## src/rtl/mode_counter.sv

```systemverilog
// Programmable-width up/down/ping-pong counter with prescaler, load, wrap/saturate and terminal-count pulse.
// Optional capture register (cap/cap_val) is built when COUNTER_CAPTURE_EN is defined.
module mode_counter #(
  parameter int WIDTH   = 8,
  parameter int PRESC_W = 4
) (
  input  logic               clk,
  input  logic               rst_n,
  input  logic               en,
  input  logic               load,
  input  logic [WIDTH-1:0]   load_val,
  input  logic [1:0]         mode,
  input  logic               sat,
  input  logic [PRESC_W-1:0] presc,
  input  logic [WIDTH-1:0]   limit,
`ifdef COUNTER_CAPTURE_EN
  input  logic               cap,
  output logic [WIDTH-1:0]   cap_val,
`endif
  output logic [WIDTH-1:0]   count,
  output logic               tc,
  output logic               dir
);

  localparam logic [WIDTH-1:0]   CNT_ONE = WIDTH'(1);
  localparam logic [PRESC_W-1:0] PRE_ONE = PRESC_W'(1);

  typedef enum logic [1:0] {
    MODE_UP   = 2'b00,
    MODE_DOWN = 2'b01,
    MODE_PING = 2'b10,
    MODE_HOLD = 2'b11
  } mode_e;

  logic [PRESC_W-1:0] r_pre;
  logic [WIDTH-1:0]   r_count;
  logic               r_tc;
  logic               r_dir;

  logic               w_tick;
  logic [PRESC_W-1:0] w_preNext;
  logic [WIDTH-1:0]   w_countNext;
  logic               w_tcNext;
  logic               w_dirNext;
  logic               w_atUpper;
  logic               w_atZero;
  logic               w_limitZero;

  assign w_atUpper   = (r_count >= limit);
  assign w_atZero    = (r_count == '0);
  assign w_limitZero = (limit == '0);

  // The tick qualifies the step on the same edge that resets the prescaler.
  assign w_tick    = en && (r_pre >= presc);
  assign w_preNext = !en ? r_pre : (w_tick ? '0 : r_pre + PRE_ONE);

  always_comb begin
    w_countNext = r_count;
    w_dirNext   = r_dir;
    w_tcNext    = 1'b0;
    if (w_tick) begin
      case (mode_e'(mode))
        MODE_UP: begin
          w_dirNext = 1'b0;
          if (!w_atUpper) begin
            w_countNext = r_count + CNT_ONE;
          end else begin
            w_tcNext    = 1'b1;
            w_countNext = sat ? limit : '0;
          end
        end
        MODE_DOWN: begin
          w_dirNext = 1'b1;
          if (!w_atZero) begin
            w_countNext = r_count - CNT_ONE;
          end else begin
            w_tcNext    = 1'b1;
            w_countNext = sat ? '0 : limit;
          end
        end
        MODE_PING: begin
          // A zero limit pins the count at 0 while direction keeps flipping.
          if (!r_dir) begin
            if (!w_atUpper) begin
              w_countNext = r_count + CNT_ONE;
            end else begin
              w_dirNext   = 1'b1;
              w_tcNext    = 1'b1;
              w_countNext = w_limitZero ? '0 : limit - CNT_ONE;
            end
          end else begin
            if (!w_atZero) begin
              w_countNext = r_count - CNT_ONE;
            end else begin
              w_dirNext   = 1'b0;
              w_tcNext    = 1'b1;
              w_countNext = w_limitZero ? '0 : CNT_ONE;
            end
          end
        end
        default: begin
        end
      endcase
    end
  end

  always_ff @(posedge clk) begin
    if (!rst_n) begin
      r_pre   <= '0;
      r_count <= '0;
      r_tc    <= 1'b0;
      r_dir   <= 1'b0;
    end else if (load) begin
      r_pre   <= '0;
      r_count <= load_val;
      r_tc    <= 1'b0;
    end else begin
      r_pre   <= w_preNext;
      r_count <= w_countNext;
      r_tc    <= w_tcNext;
      r_dir   <= w_dirNext;
    end
  end

`ifdef COUNTER_CAPTURE_EN
  logic [WIDTH-1:0] r_capVal;

  // Captures the pre-edge count, so a capture alongside a load sees the old value.
  always_ff @(posedge clk) begin
    if (!rst_n) begin
      r_capVal <= '0;
    end else if (cap) begin
      r_capVal <= r_count;
    end
  end

  assign cap_val = r_capVal;
`endif

  assign count = r_count;
  assign tc    = r_tc;
  assign dir   = r_dir;

endmodule

```

## config.mk

```make
export PLATFORM = sky130hd
export DESIGN_NAME = mode_counter
export DESIGN_NICKNAME = d
export VERILOG_FILES = /design/src/rtl/mode_counter.sv
export SDC_FILE = /design/constraint.sdc
export NUM_CORES = 1
export LEC_CHECK = 0
export BUFFER_PORTS_ARGS = -buffer_cell sky130_fd_sc_hd__buf_2
export CORE_ASPECT_RATIO = 2
export CORE_MARGIN = 2
export CORE_UTILIZATION = 25
export CTS_BUF_LIST = sky130_fd_sc_hd__clkbuf_2 sky130_fd_sc_hd__clkbuf_4 sky130_fd_sc_hd__clkbuf_8
export CTS_CLUSTER_DIAMETER = 30
export DETAILED_ROUTE_END_ITERATION = 12
export HOLD_SLACK_MARGIN = 0.08
export PLACE_DENSITY = 0.39
export SYNTH_ARGS = -nofsm -noshare
export SYNTH_HDL_FRONTEND = slang
export SYNTH_SLANG_ARGS = --single-unit
```

## constraint.sdc

```tcl
create_clock -name clk -period 2.9 [get_ports clk]
set_input_delay 0 -clock clk [delete_from_list [all_inputs] [get_ports clk]]
set_output_delay 0 -clock clk [all_outputs]
set_load 0.02 [all_outputs]
```

**After elaboration in Yosys (flattened, before gate mapping)**

Index checks and enable logic that the tools add are counted.

- Register bits after elaboration: 14
- Input bits: 27

- Add/subtract/negate cells: 4
- Magnitude comparators: 2
- Equality and inequality tests: 2
- Muxes and demuxes: 20
- Bitwise gates (word level): 3
- Reductions and logical operators: 11

Operators by type and width:

| kind | number |
|---|---|
| $mux 8 | 10 |
| $pmux 8 s3 | 1 |
| $logic_not 8->1 | 2 |
| $sub 8x1->8 const B | 2 |
| $add 8x1->8 const B | 1 |
| $ge 8x8->1 | 1 |
| $mux 1 | 6 |
| $pmux 1 s3 | 2 |
| $add 4x1->4 const B | 1 |
| $ge 4x4->1 | 1 |
| $mux 4 | 1 |
| $reduce_bool 4->1 | 1 |
| $not 1->1 | 3 |
| $reduce_and 3->1 | 1 |
| $reduce_bool 3->1 | 1 |
| $reduce_or 3->1 | 1 |
| $eq 2x1->1 const B | 1 |
| $eq 2x2->1 const B | 1 |
| $logic_not 2->1 | 1 |
| $reduce_and 2->1 | 1 |
| $reduce_bool 2->1 | 1 |
| $reduce_or 2->1 | 1 |
| $logic_and 1x1->1 | 1 |

**Logic depth before layout (Yosys ltp)**

Gate-level depths: netlist of run 1.

- Word-level depth: 7
- Depth in mapped cells: 11
- Mapped depth without buffers: 8

**Worst setup path after synthesis of run 1**

Ideal clock, no wire load.

- Path kind: reg2reg
- From: register r_count[0] (netlist: count[0])
- To: register r_count[3] (netlist: count[3])
- Library setup time: 0.074 ns
- Data arrival time: 2.307 ns
- Required time: 2.826 ns
- Slack: 0.519 ns
- Stages on the path, launching flop included: 11
- Path buffers: 2
- Period minus slack after synthesis: 2.381 ns
- Cells stage by stage: dfxtp_1 > inv_1 > ha_1 > and3_1 > o21ai_1 > a31o_1 > clkbuf_1 > nand2_1 > buf_2 > o311a_1 > a31oi_1

- Word-level cells in the longest chain between the ends: 6

Ends and longest elaborated chain:

| item | RTL line | RTL |
|---|---|---|
| from (decl) | 36 | `logic [WIDTH-1:0] r_count;` |
| from (signal assigned) | 115 | `r_count <= load_val;` |
| from (signal assigned) | 119 | `r_count <= w_countNext;` |
| $add 8x1->8 (tied with other cells) | 66, 85 |  |
| $mux 8, on equally long branches | 84, 92 |  |
| $mux 8 | 83 | `if (!r_dir) begin` |
| $pmux 8 s3 (*) | 62 | `case (mode_e'(mode))` |
| $mux 8 (*) | 61 | `if (w_tick) begin` |
| $mux 8 (*) | 113 | `end else if (load) begin` |

Every way passes the cells marked *; elsewhere a longest branch is shown, timed or not. The select of a mux whose other input is x is not followed.
A chain may end at the register's enable or synchronous reset.

**Worst setup path after layout of run 1**

- From: register r_pre[0]
- To: register r_count[7] (netlist: count[7])

- Word-level cells in the longest chain between the ends: 4

Ends and longest elaborated chain:

| item | RTL line | RTL |
|---|---|---|
| from (decl) | 35 | `logic [PRESC_W-1:0] r_pre;` |
| from (signal assigned) | 118 | `r_pre <= w_preNext;` |
| $ge 4x4->1 | 54 | `assign w_tick = en && (r_pre >= presc);` |
| $logic_and 1x1->1 | 54 |  |
| $reduce_bool 2->1 (no source line) | n/a |  |
| $reduce_and 2->1 (no source line) | n/a |  |

Every way passes these cells.

==> qor.txt, run 1 <==
status: finished clean
Starting Density: 25.42%
Clock Latency Late Sink: 260 ps
First-pass DRT Iterations: 6
Post-Layout Cell Count: 399
Global Route Usage Sum: 17.63%
Mean Syn Cell Area: 7.564 µm²
Post-route DRC: 0
crit path max fanout: 6
Slew Limit Fails: 0
Final Critical Period: 2677 ps
top post-synthesis cells by area: dfxtp_1 14%, ha_1 13%, inv_1 3.8%, nand3_1 3.8%, xor2_1 3.5%
P_sw: 0.2995 mW
Routability Congestion: 0.9055
PnR worst setup slack: 223.0 ps
DR iter-0 viols: 107
number of synthesized flops with an enable pin: 0
Worst Path Required: 3050 ps
Sequential Power Share: 28.2%
Final setup viols: 0
CP startpoint kind: flop
Hold-fix buffers, CTS: 0
port bufs: 36
Least-Margin Pin Slew: 1262 ps
Hold Crit Class: in -> reg
Final Util: 30.27%
detailed-route vias per instance: 5.541
Fin. Hold Viols: 0
layout cell share with drive strength beyond 1: 21.12%
logic gate share of total power: 44.3%
DP Cell Count: 395
CTS tree: done
Yosys top cell area share: 14.09%
Synth Register Bits: 14
final net count: 352
synth warn: 0
ys flop type: dfxtp_1
pin count of the biggest net entering global routing: 16
PwrDens: 316.8 nW/µm²
IO Count: 37
top-count cell post-synth: ha_1
Worst-path clk slew: 70 ps
CP Capture Type: flop
routed length per instance: 18.70 µm
Net Count, Synth: 311
global-route wire length before repair: 11.58 mm
Final ANT Viol Nets: 0
peak supply drop: 0.1115 mV
Fmax: 0.3736 GHz
clock tree sinks: 14
Syn-to-layout area delta: 19.12%
total gr overflow: 0
Post-Place Setup Slack: 235.7 ps
FFs w/ async S/R, synth: 0%
via count: 2211
final antenna diode count: 0
Int Power: 0.4513 mW
relative slew slack: 15.11%
# rows: 46
Worst EP arrival: 2820 ps
Yosys cell types: 65
die width: 67.08 µm
vias in the first global route: 2192
synthesized cell area: 1989 µm²
Final HPWL DP: 5.974 mm
final period utilization: 92.31%
fin area: 2370 µm²
Post-Synthesis Cells: 263
Crit Path Class: reg -> reg
setup bufs post-CTS: 0
clk_skew: 5.621 ps
Leak Pwr: 1.025 nW
initial antenna violation count: 0
Num CTS Buffers: 3
Core Area: 7828 µm²
Die H: 130.2 µm
post-CTS sizing: 0
placed instance area: 2315 µm²
total die area: 8730 µm²
Sw Ratio: 39.89%
unrepaired setup endpoints after global routing: false
post-synthesis sequential area ratio: 14.09%
Fin Setup TNS: 0 ps
Clk pwr share: 27.6%
H-tree Lvls: 1
root buffer cell: clkbuf_8
WL final: 7.463 mm
Synth area leader: dfxtp_1
max-cap check violation count: 0
deepest clock path buffer count: 2
synth cell count leaders: 21 x ha_1, 20 x inv_1, 18 x nand2_1, 18 x nor2_1, 15 x nand3_1
[flip-flops by register name, indices dropped and copies added, names as in the netlist]
name,count
count,8
r_pre,4
dir,1
tc,1
[path summary, 6_finish.rpt]
path / from / endpoint / slack [ps] / cells after the start
worst max-delay path: r_pre[0] / count[7] / 220 / 8
worst min-delay path: limit[3] / count[3] / 80 / 3
worst max register to register: r_pre[0] / count[7] / 220 / 8
worst min register to register: r_pre[3] / r_pre[3] / 520 / 2
[stage by stage]
step	power (mW)	hold slack [ps]
floorplan	0.4276	141.2
finish	0.7508	77.04
global placement	0.5476	356.1
detailed placement	0.5439	359.2
CTS	0.7525	81.01
global route	0.7949	109.9
[layer usage]
layer | track usage [%] | share of wire [%] | up-vias
met2 | 29.18 | 49 | 74
li1 | - | - | 1077
met4 | 8.043 | 2.6 | 0
met5 | 0 | 0 | -
met1 | 22.73 | 42 | 1047
met3 | 1.466 | 5.6 | 13
[cell type report]
| class | instances | area [µm²] |
|---|---|---|
| multi-input cells | 214 | 1550 |
| fillers | 920 | 5458 |
| inverters | 21 | 78.83 |
| well taps | 96 | 120.1 |
| repair buffers | 50 | 285.3 |
| clock buffers | 4 | 55.05 |
| flip-flops and latches | 14 | 280.3 |
[cell usage in the layout (no fill, tap or decap), drive strengths merged, types with 11 or more instances in the layout]
| master | count |
|---|---|
| a21oi | 12 |
| buf | 50 |
| dfxtp | 14 |
| ha | 21 |
| inv | 20 |
| nand2 | 18 |
| nand3 | 15 |
| nor2 | 18 |
| o21ai | 11 |
[power groups by stage]
stage / sequential (mW) / clock [mW] / combinational [mW]
global route: 0.213 / 0.217 / 0.365
CTS: 0.211 / 0.211 / 0.331
finish: 0.211 / 0.207 / 0.332
global placement: 0.215 / 0 / 0.332
floorplan: 0.230 / 0 / 0.197
detailed placement: 0.216 / 0 / 0.328
[worst max-delay path, stage by stage, from the launching register on]
cell and delay, ps:
dfxtp_1 410, inv_1 70, ha_1 260, nand2b_1 110, a2111oi_2 100, nor4_1 1020
nand2_1 180, a311oi_1 360, a211oi_2 50
[kinds of logic after synthesis]
family                     synth area share [%]
muxes                                     1.572
buffers and inverters                     7.987
and+or+nand+nor                           27.04
adders and majority gates                 13.21
DFF                                       14.09
AOI/OAI and AO/OA                         29.94
xor gates and xnor gates                  6.164
Power figures use the tool's default switching activity.
==> run 2: changes to the inputs <==
--- a/config.mk
+++ b/config.mk
@@ -8,12 +8,12 @@
 export BUFFER_PORTS_ARGS = -buffer_cell sky130_fd_sc_hd__buf_2
 export CORE_ASPECT_RATIO = 2
 export CORE_MARGIN = 2
-export CORE_UTILIZATION = 25
+export CORE_UTILIZATION = 58
 export CTS_BUF_LIST = sky130_fd_sc_hd__clkbuf_2 sky130_fd_sc_hd__clkbuf_4 sky130_fd_sc_hd__clkbuf_8
 export CTS_CLUSTER_DIAMETER = 30
 export DETAILED_ROUTE_END_ITERATION = 12
 export HOLD_SLACK_MARGIN = 0.08
-export PLACE_DENSITY = 0.39
+export PLACE_DENSITY = 0.8
 export SYNTH_ARGS = -nofsm -noshare
 export SYNTH_HDL_FRONTEND = slang
 export SYNTH_SLANG_ARGS = --single-unit
==> constraint.sdc (replaced) <==
create_clock -name clk -period 3 [get_ports clk]
set_input_delay 0 -clock clk [delete_from_list [all_inputs] [get_ports clk]]
set_output_delay 0 -clock clk [all_outputs]
set_load 0.02 [all_outputs]
==> qor.txt, run 2 (synthesis gave the netlist of run 1 again) <==
Hold Crit Class: in -> reg
unrepaired setup endpoints after global routing: false
IO Count: 37 (unchanged)
Hold-fix buffers, CTS: 0 (unchanged)
Global Route Usage Sum: 39.29% (+22 points)
Least-Margin Pin Slew: 769.8 ps (-491.9 ps)
Core Area: 3341 µm² (-57%)
met2 routed WL: 3.581 mm (-2.8%)
crit path max fanout: 11 (+5)
total gr overflow: 0 (unchanged)
total power: 0.7154 mW (-4.7%)
M1 WL: 2.374 mm (-25%)
Worst EP arrival: 2810 ps (about the same)
CP delay by family, top: compound AO/OA/AOI/OAI gates
final hold slack: 80.82 ps (+3.775 ps)
final net count: 345 (-2.0%)
detailed-route vias per instance: 7.210 (+30%)
Final setup viols: 0 (unchanged)
CP startpoint kind: flop
fin area: 2237 µm² (-5.6%)
Worst Path Required: 3140 ps (+90 ps)
relative slew slack: 48.24% (+33 points)
Final ANT Viol Nets: 0 (unchanged)
DP Cell Count: 324 (-18%)
Fin. Hold Viols: 0 (unchanged)
Routability Congestion: 1.111 (+23%)
Buf+Inv Stages, Crit Path: 0 (-1)
Final HPWL DP: 5.627 mm (-5.8%)
Post-Place Setup Slack: 391.0 ps (+155.3 ps)
via count: 2365 (+7.0%)
peak supply drop: 0.2828 mV (+150%)
Fmax: 0.3752 GHz (+0.43%)
Crit Path Class: reg -> reg
setup bufs post-CTS: 0 (unchanged)
root buffer cell: clkbuf_8
die width: 45.41 µm (-32%)
critical path's slowest cell: dfxtp_1
clk_skew: 3.722 ps (-1.899 ps)
Top Layer Used: met4
WL final: 7.227 mm (-3.2%)
Starting Density: 59.55% (+34 points)
Syn-to-layout area delta: 12.45%
deepest clock path buffer count: 2 (unchanged)
First-pass DRT Iterations: 7 (+1)
post-CTS sizing: 0 (unchanged)
initial antenna violation count: 0 (unchanged)
global-route wire length before repair: 11.11 mm (-4.1%)
# rows: 30 (-35%)
total die area: 3943 µm² (-55%)
final period utilization: 88.85% (-3.5 points)
Leak Pwr: 0.9899 nW (-3.4%)
clock tree sinks: 14 (unchanged)
Final Util: 66.97% (+37 points)
crit-path cells: ha_1 -> nor2b_1 -> o211ai_1 -> a31o_1 -> nand2_1 -> and4_1 -> o41a_1
placed instance area: 2182 µm² (-5.7%)
status: finished clean
Worst-path clk slew: 70 ps (about the same)
max-cap check violation count: 0 (unchanged)
Slew Limit Fails: 0 (unchanged)
port bufs: 36 (unchanged)
CTS tree: done
PwrDens: 319.8 nW/µm² (+0.93%)
H-tree Lvls: 1 (unchanged)
commonest non-fill, non-tap cell in the layout: buf_2
final antenna diode count: 0 (unchanged)
layout cell share with drive strength beyond 1: 19.26% (-1.9 points)
max reg flops: 8 (unchanged)
commonest non-fill, non-tap cells in the layout: 36 x buf_2, 21 x ha_1, 20 x inv_1, 18 x nor2_1, 18 x nand2_1
Clock Latency Late Sink: 250 ps (about the same)
slowest cell delay on critical path: 560 ps (-460 ps)
pin count of the biggest net entering global routing: 16 (unchanged)
vias in the first global route: 2183 (-0.41%)
Post-Layout Cell Count: 328 (-18%)
CP Capture Type: flop
Fin Setup TNS: 0 ps (unchanged)
Final Critical Period: 2666 ps (-11.45 ps)
DR iter-0 viols: 195 (+82%)
Post-route DRC: 0 (unchanged)
Num CTS Buffers: 3 (unchanged)
Die H: 86.83 µm (-33%)
metal3 WL: 598 µm (+43%)
PnR worst setup slack: 334.5 ps (+111.4 ps)
routed length per instance: 22.03 µm (+18%)
run 2: cell count changes in the layout (fill, tap and decap cells not counted), sizes merged:
cell and delta:
buf -7
run 2: routing by layer:
| layer | vias up | track usage (%) |
|---|---|---|
| met5 | - | 0 |
| met4 | 0 | 29.14 |
| met3 | 62 | 9.375 |
| met2 | 155 | 65.04 |
| met1 | 1085 | 40.05 |
| li1 | 1063 | - |
run 2: area by class of cell:
class                           count  area [µm²]
Clock buffer                        4       55.05
Fill cell                         310        1104
Inverter                           21       78.83
Multi-Input combinational cell    214        1550
Sequential cell                    14       280.3
Tap cell                           32       40.04
Timing Repair Buffer               43       232.7
run 2: report_power, final:
group          internal, mW  switching, mW  total (mW)
Combinational         0.114          0.188       0.302
Sequential            0.195         0.0196       0.214
Clock                 0.117         0.0826       0.199
Total                 0.425          0.290       0.715
run 2: final timing paths:
path          startpoint       end  slack, ps  cells past startpoint
max             count[1]  count[4]        330                      7
min          load_val[1]  count[1]         80                      3
max reg2reg     count[1]  count[4]        330                      7
min reg2reg     r_pre[3]  r_pre[3]        550                      2
run 2: worst min-delay path, stage by stage:
cell and delay, ps:
buf_2 80, a22oi_1 80, o32ai_1 120
